**config.mk**
```make
export PLATFORM = sky130hd
export DESIGN_NAME = toggle_cover_collector_flat
export DESIGN_NICKNAME = d
export VERILOG_FILES = /design/src/rtl/toggle_cover_collector_if.sv /design/src/rtl/toggle_cover_collector.sv /design/src/flat_wrapper.sv
export SDC_FILE = /design/constraint.sdc
export NUM_CORES = 1
export LEC_CHECK = 0
export CAP_MARGIN = 20
export CORE_ASPECT_RATIO = 0.6
export CORE_MARGIN = 2
export CORE_UTILIZATION = 25
export DETAILED_ROUTE_END_ITERATION = 16
export DONT_BUFFER_PORTS = 1
export SLEW_MARGIN = 25
export SYNTH_ARGS = -nofsm -noshare
export SYNTH_HDL_FRONTEND = slang
export SYNTH_SLANG_ARGS = --single-unit
```
**constraint.sdc**
```tcl
create_clock -name clock -period 8.2 [get_ports clock]
set_input_delay 0.82 -clock clock [delete_from_list [all_inputs] [get_ports clock]]
set_output_delay 0.82 -clock clock [all_outputs]
set_load 0.02 [all_outputs]
```
**src/rtl/toggle_cover_collector_if.sv**
```systemverilog
// ---------------------------------------------------------------------------
// toggle_cover_collector_if
//   Report stream from the toggle-cover collector to its consumer (coverage
//   uploader or FIFO). A report transfers on a clock edge where out_valid
//   and out_ready are both high.
//
//   out_valid  collector -> consumer  report available
//   out_ready  consumer  -> collector consumer accepts the report
//   out_index  collector -> consumer  absolute cover index (IDX_W bits)
//
//   master modport: the collector side. slave modport: the consumer side.
// ---------------------------------------------------------------------------
interface toggle_cover_collector_if #(
   parameter int IDX_W = 64
);
   logic             out_valid;
   logic             out_ready;
   logic [IDX_W-1:0] out_index;

   modport master (
      output out_valid,
      output out_index,
      input  out_ready
   );

   modport slave (
      input  out_valid,
      input  out_index,
      output out_ready
   );
endinterface

```
**src/rtl/toggle_cover_collector.sv**
```systemverilog
// ---------------------------------------------------------------------------
// toggle_cover_collector
//   Captures a per-bit toggle-cover pulse vector into a sticky hit bitmap and
//   reports every newly hit point exactly once, as an absolute cover index,
//   on a valid/ready stream. Simultaneous hits drain lowest index first, one
//   report per cycle under continuous acceptance. Pulse-to-report latency is
//   two cycles.
//
//   clock      clock
//   reset      synchronous, active-low reset
//   valid      WIDTH-bit cover pulses; bit i high = point i hit this cycle
//   clear      starts a new coverage epoch (empties hit and pending sets)
//   stream     report stream (master side: out_valid, out_ready, out_index)
//   hit_count  number of points hit in the current epoch
//   all_hit    every point hit in the current epoch
// ---------------------------------------------------------------------------
module toggle_cover_collector #(
   parameter int              WIDTH       = 62,
   parameter longint unsigned COVER_INDEX = 0,
   parameter int              IDX_W       = 64
) (
   input  logic                         clock,
   input  logic                         reset,
   input  logic [WIDTH-1:0]             valid,
   input  logic                         clear,
   toggle_cover_collector_if.master     stream,
   output logic [$clog2(WIDTH+1)-1:0]   hit_count,
   output logic                         all_hit
);

   localparam int CNT_W = $clog2(WIDTH + 1);
   localparam int POS_W = (WIDTH > 1) ? $clog2(WIDTH) : 1;

   typedef enum logic {
      EMPTY = 1'b0,
      FULL  = 1'b1
   } state_t;

   state_t             state_q, state_d;
   logic [WIDTH-1:0]   hit_q, hit_d;
   logic [WIDTH-1:0]   pend_q, pend_d;
   logic [IDX_W-1:0]   idx_q;
   logic [CNT_W-1:0]   cnt_q, cnt_d;
   logic               all_q;

   logic [WIDTH-1:0]   base;
   logic [WIDTH-1:0]   new_bits;
   logic [WIDTH-1:0]   load_mask;
   logic [POS_W-1:0]   low_pos;
   logic               pend_any;
   logic               load;

   // Bitmap and pending-set next state. clear zeroes the old epoch, but pulses
   // in the same cycle still land in the new one.
   always_comb begin
      base     = clear ? '0 : hit_q;
      new_bits = valid & ~base;
      hit_d    = base | valid;
      pend_d   = (clear ? '0 : (pend_q & ~load_mask)) | new_bits;
   end

   // Lowest set bit of the registered pending set; the downward scan leaves
   // the smallest index as the final assignment.
   always_comb begin
      low_pos = '0;
      for (int i = WIDTH - 1; i >= 0; i--) begin
         if (pend_q[i]) low_pos = POS_W'(i);
      end
   end

   assign pend_any = |pend_q;

   // Output FSM. A load is suppressed while clear is high: the pending set
   // seen this cycle belongs to the epoch being discarded.
   always_comb begin
      // NOTE: every output of this block gets a default first, so no path
      // leaves a value unassigned and no latch is inferred.
      state_d   = state_q;
      load      = 1'b0;
      load_mask = '0;
      case (state_q)
         EMPTY: begin
            if (pend_any && !clear) begin
               load    = 1'b1;
               state_d = FULL;
            end
         end
         FULL: begin
            if (stream.out_ready) begin
               if (pend_any && !clear) load    = 1'b1;
               else                    state_d = EMPTY;
            end
         end
         default: state_d = EMPTY;
      endcase
      if (load) load_mask[low_pos] = 1'b1;
   end

   // Population count of the next-state bitmap, so hit_count moves in the
   // same cycle as hit_q.
   always_comb begin
      cnt_d = '0;
      for (int i = 0; i < WIDTH; i++) begin
         cnt_d = cnt_d + CNT_W'(hit_d[i]);
      end
   end

   always_ff @(posedge clock) begin
      // NOTE: sequential state uses non-blocking assignments so every
      // register samples the pre-edge values regardless of statement order.
      if (!reset) begin
         // NOTE: the bitmap is a flop array, not a RAM, so clearing it on
         // reset is cheap and makes the first epoch start from a known state.
         state_q <= EMPTY;
         hit_q   <= '0;
         pend_q  <= '0;
         idx_q   <= '0;
         cnt_q   <= '0;
         all_q   <= 1'b0;
      end else begin
         state_q <= state_d;
         hit_q   <= hit_d;
         pend_q  <= pend_d;
         cnt_q   <= cnt_d;
         all_q   <= (cnt_d == CNT_W'(WIDTH));
         if (load) idx_q <= IDX_W'(COVER_INDEX) + IDX_W'(low_pos);
      end
   end

   assign stream.out_valid = (state_q == FULL);
   assign stream.out_index = idx_q;
   assign hit_count        = cnt_q;
   assign all_hit          = all_q;

endmodule

```
**src/flat_wrapper.sv**
```systemverilog
// flat-port wrapper written by rule: the top's interface ports become plain ports
module toggle_cover_collector_flat 
#(
   parameter int              WIDTH       = 62,
   parameter longint unsigned COVER_INDEX = 0,
   parameter int              IDX_W       = 64
)
  (clock, reset, valid, clear, hit_count, all_hit, stream_out_valid, stream_out_index, stream_out_ready);
  toggle_cover_collector_if #(.IDX_W(IDX_W)) stream_i ();
  input  logic clock;
  input  logic reset;
  input  logic [WIDTH-1:0] valid;
  input  logic clear;
  output logic [$clog2(WIDTH+1)-1:0] hit_count;
  output logic all_hit;
  output wire logic [$bits(stream_i.out_valid)-1:0] stream_out_valid;
  output wire logic [$bits(stream_i.out_index)-1:0] stream_out_index;
  input wire logic [$bits(stream_i.out_ready)-1:0] stream_out_ready;
  assign stream_out_valid = stream_i.out_valid;
  assign stream_out_index = stream_i.out_index;
  assign stream_i.out_ready = stream_out_ready;
  toggle_cover_collector #(.WIDTH(WIDTH), .COVER_INDEX(COVER_INDEX), .IDX_W(IDX_W)) u_core (.clock(clock), .reset(reset), .valid(valid), .clear(clear), .stream(stream_i), .hit_count(hit_count), .all_hit(all_hit));
endmodule
```
==> impl_metrics.py <==
metrics = {
    "job": {
        "cap_violations": 0,
    },
    "yosys": {
        "syn-cell-area_um2": 8580,
        "netlist_instances": 1043,
        "synthTopCellsByArea": "dfxtp_1, fa_1, inv_1",
        "syn_avg_cell_area_um2": 8.22,
        "synth-async-reset-ratio_pct": 0,
        "synth-seq-cells": 138,
        "ys.flop_type": "dfxtp_1",
        "synth_seq_area_share_pct": 32.2,
        "yosys.area.top_type": "dfxtp_1",
        "synth.distinct_cells": 71,
        "synth_edf_count": 0,
        "synth.top_cell.area_share_pct": 32.2,
        "yosysWarningCount": 0,
    },
    "drt": {
        "drtIter0Drc": 886,
        "wl_met3_um": 3930,
        "drt-met1-wl_um": 13500,
        "wl_per_cell_um": 19.2,
        "maxUsedRoutingLayer": "met4",
        "drtAntennaViolNets": 0,
        "vias": 7321,
        "via_per_inst": 4.90,
        "routed-wl-met2_um": 10900,
        "wirelength_um": 28700,
        "firstDrtPassIters": 6,
        "drc": 0,
    },
    "power": {
        "power_density_nw_per_um2": 524,
        "peakVddDrop_mv": 1.95,
        "p_leak_nw": 3.80,
    },
    "worst_setup_path": {
        "worst_path_most_repeated_cell": "fa_1",
        "path_delay_family": "adder cells",
        "crit_slowest_cell": "fa_1",
        "worstSetupPathType": "in -> reg",
        "path_max_fanout": 88,
        "cp_cell_sequence": "inv_2, buf_4, a21oi_1, fa_1, fa_1, fa_1, fa_1, fa_1, fa_1, fa_1, inv_1, fa_1, fa_1, inv_1, fa_1, inv_1, a21o_1, a21oi_1, xnor2_1, and4_1",
        "max_stage_delay_ns": 0.60,
        "start_kind": "primary input",
        "endpoint_kind": "flop",
        "cp_data_arrival_time_ns": 7.48,
        "worstPathRequired_ns": 8.57,
        "path_buf_inv": 5,
    },
    "cells_and_area": {
        "nets": 1155,
        "diodes": 0,
        "layout-drive-gt1-share_pct": 5.98,
        "final_common_cell": "dfxtp_1",
        "syn2layout_area_growth_pct": 9.57,
        "fillCellCount": 3627,
        "multi_input_area_um2": 4920,
        "finalNonFillerCells": 1495,
        "final_cell_mix": "dfxtp_1, inv_1, nand2_1",
        "regArea_um2": 2760,
    },
    "floorplan": {
        "initial_core_util_pct": 25.4,
        "fp.dieArea_um2": 35800,
        "die_y_um": 147,
        "die_x_um": 243,
        "coreArea_um2": 33800,
        "ios": 138,
        "rows": 52,
    },
    "sta": {
        "tightest_slew_ns": 1.02,
        "rsz0062_at_grt": "false",
        "tns_ns": 0,
        "drv_slew": 0,
        "finalHoldViolations": 0,
        "max_freq_ghz": 0.141,
        "fin_crit_ns": 7.11,
        "clock_skew_ns": 0.00570,
        "slew_headroom_pct": 31.9,
        "finalCritPeriodShare_pct": 86.7,
        "setup_viol_count_final": 0,
    },
    "clocking": {
        "cts_root_buf": "clkbuf_16",
        "cts_tree": "yes",
        "htreeDepth": 4,
        "cts_sinks": 138,
        "cts_made_buffers": 17,
        "cts_max_path_buffers": 2,
        "clk_pin_slew_ns": 0.06,
        "cts_hold_buffers": 0,
        "clk_latency_ns": 0.43,
        "cts_setup_buffers": 0,
        "post_cts_resized": 0,
    },
    "global_routing": {
        "grt_max_degree": 89,
        "grt-ovfl-total": 0,
        "grt_pass1_vias": 6929,
        "grt_antenna_before_repair": 1,
        "grt_pass1_wl_um": 43200,
        "track_usage_pct": 16.1,
    },
    "hold_path": {
        "holdCritPathClass": "in -> reg",
    },
    "placed_design": {
        "port_buffers": 0,
        "dp_cells": 1464,
        "gp_congestion": 0.883,
        "hpwl_um": 22500,
    },
    "run_status": {
        "run_status": "complete, no violations",
    },
}
## cell usage after synthesis, types with 5 or more instances
cell type and instances:
a21oi_1 66, inv_1 131, o21ai_0 91, a21boi_0 9, dfxtp_1 138, a31oi_1 28
nand3_1 17, nor2_1 81, nor2b_1 9, clkbuf_1 29, or4_1 6, a41oi_1 29
a211oi_1 6, buf_4 59, nand2_1 100, ha_1 13, nor3_1 10, fa_1 52
o211ai_1 5, nand2b_1 19, and2_1 25, nor4_1 20, o2111ai_1 6, buf_2 7
## flip-flops by register name (all words and copies together), names as in the netlist
register,cells
u_core.hit_q,62
u_core.pend_q,62
u_core.hit_count,6
u_core.stream.out_index,6
u_core.all_hit,1
u_core.stream.out_valid,1
## layout make-up
class / count / share of cell area, %
tap: 459 / 6.11
timing repair buffer: 5 / 0.399
inverter: 133 / 5.31
sequential: 138 / 29.4
clock inverter: 6 / 0.905
clock buffer: 25 / 5.49
multi-input combinational: 729 / 52.4
## worst register-to-register path, stage by stage (launching register included)
cell     delay (ns)
dfxtp_1        0.29
nor2b_1        0.13
or2_2          0.30
ha_1           0.31
fa_1           0.48
inv_1          0.05
fa_1           0.47
fa_1           0.56
fa_1           0.44
fa_1           0.51
fa_1           0.44
fa_1           0.53
inv_1          0.08
fa_1           0.47
fa_1           0.40
inv_1          0.09
fa_1           0.21
inv_1          0.05
a21o_1         0.17
a21oi_1        0.17
xnor2_1        0.17
and4_1         0.21
## final timing paths
check,startpoint,end,slack (ns),cells after the start
worst max-delay path,clear,u_core.all_hit$_SDFF_PN0_,1.09,20
worst min register to register,u_core.pend_q[58]$_SDFF_PN0_,u_core.pend_q[58]$_SDFF_PN0_,0.52,2
worst max register to register,u_core.hit_q[0]$_SDFF_PN0_,u_core.all_hit$_SDFF_PN0_,1.63,21
worst min-delay path,reset,u_core.hit_q[7]$_SDFF_PN0_,0.52,1
## where the power goes
group,total [mW],leakage [nW],internal [mW],switching (mW)
clock network,0.800,0.291,0.494,0.306
logic,3.30,2.36,1.52,1.78
registers,0.831,1.15,0.764,0.0674
## per-layer routing
layer | vias up | track usage (%)
met5 | - | 0
met3 | 30 | 7.61
met4 | 0 | 3.22
met1 | 3519 | 23.7
met2 | 357 | 21.1
li1 | 3415 | -
## through the flow
| step | power [mW] | hold WS, ns | setup WS (ns) | utilization (%) | cell area (um2) |
|---|---|---|---|---|---|
| 3_5_place_dp | 4.11 | 0.512 | 0.752 | 26.0 | 8800 |
| 6_report | 4.93 | 0.517 | 1.09 | 27.8 | 9400 |
| 3_3_place_gp | 4.04 | 0.495 | 0.872 | 26.0 | 8790 |
| 4_1_cts | 4.96 | 0.502 | 1.15 | 27.8 | 9400 |
| 5_1_grt | 5.48 | 0.507 | 0.763 | 27.8 | 9400 |
| 2_1_floorplan | 3.41 | 0.463 | 0.990 | - | 8790 |
## kinds of logic after synthesis
logic type      Yosys count  share of synthesized area, %
buf+inv                 233                          13.0
mux                       4                         0.467
compound gates          282                          21.1
xor+xnor                  4                         0.408
flops                   138                          32.2
other cells               1                        0.0437
simple gates            316                          18.8
fa+ha+maj                65                          14.0
No activity file was read; power rests on OpenSTA's default activity.
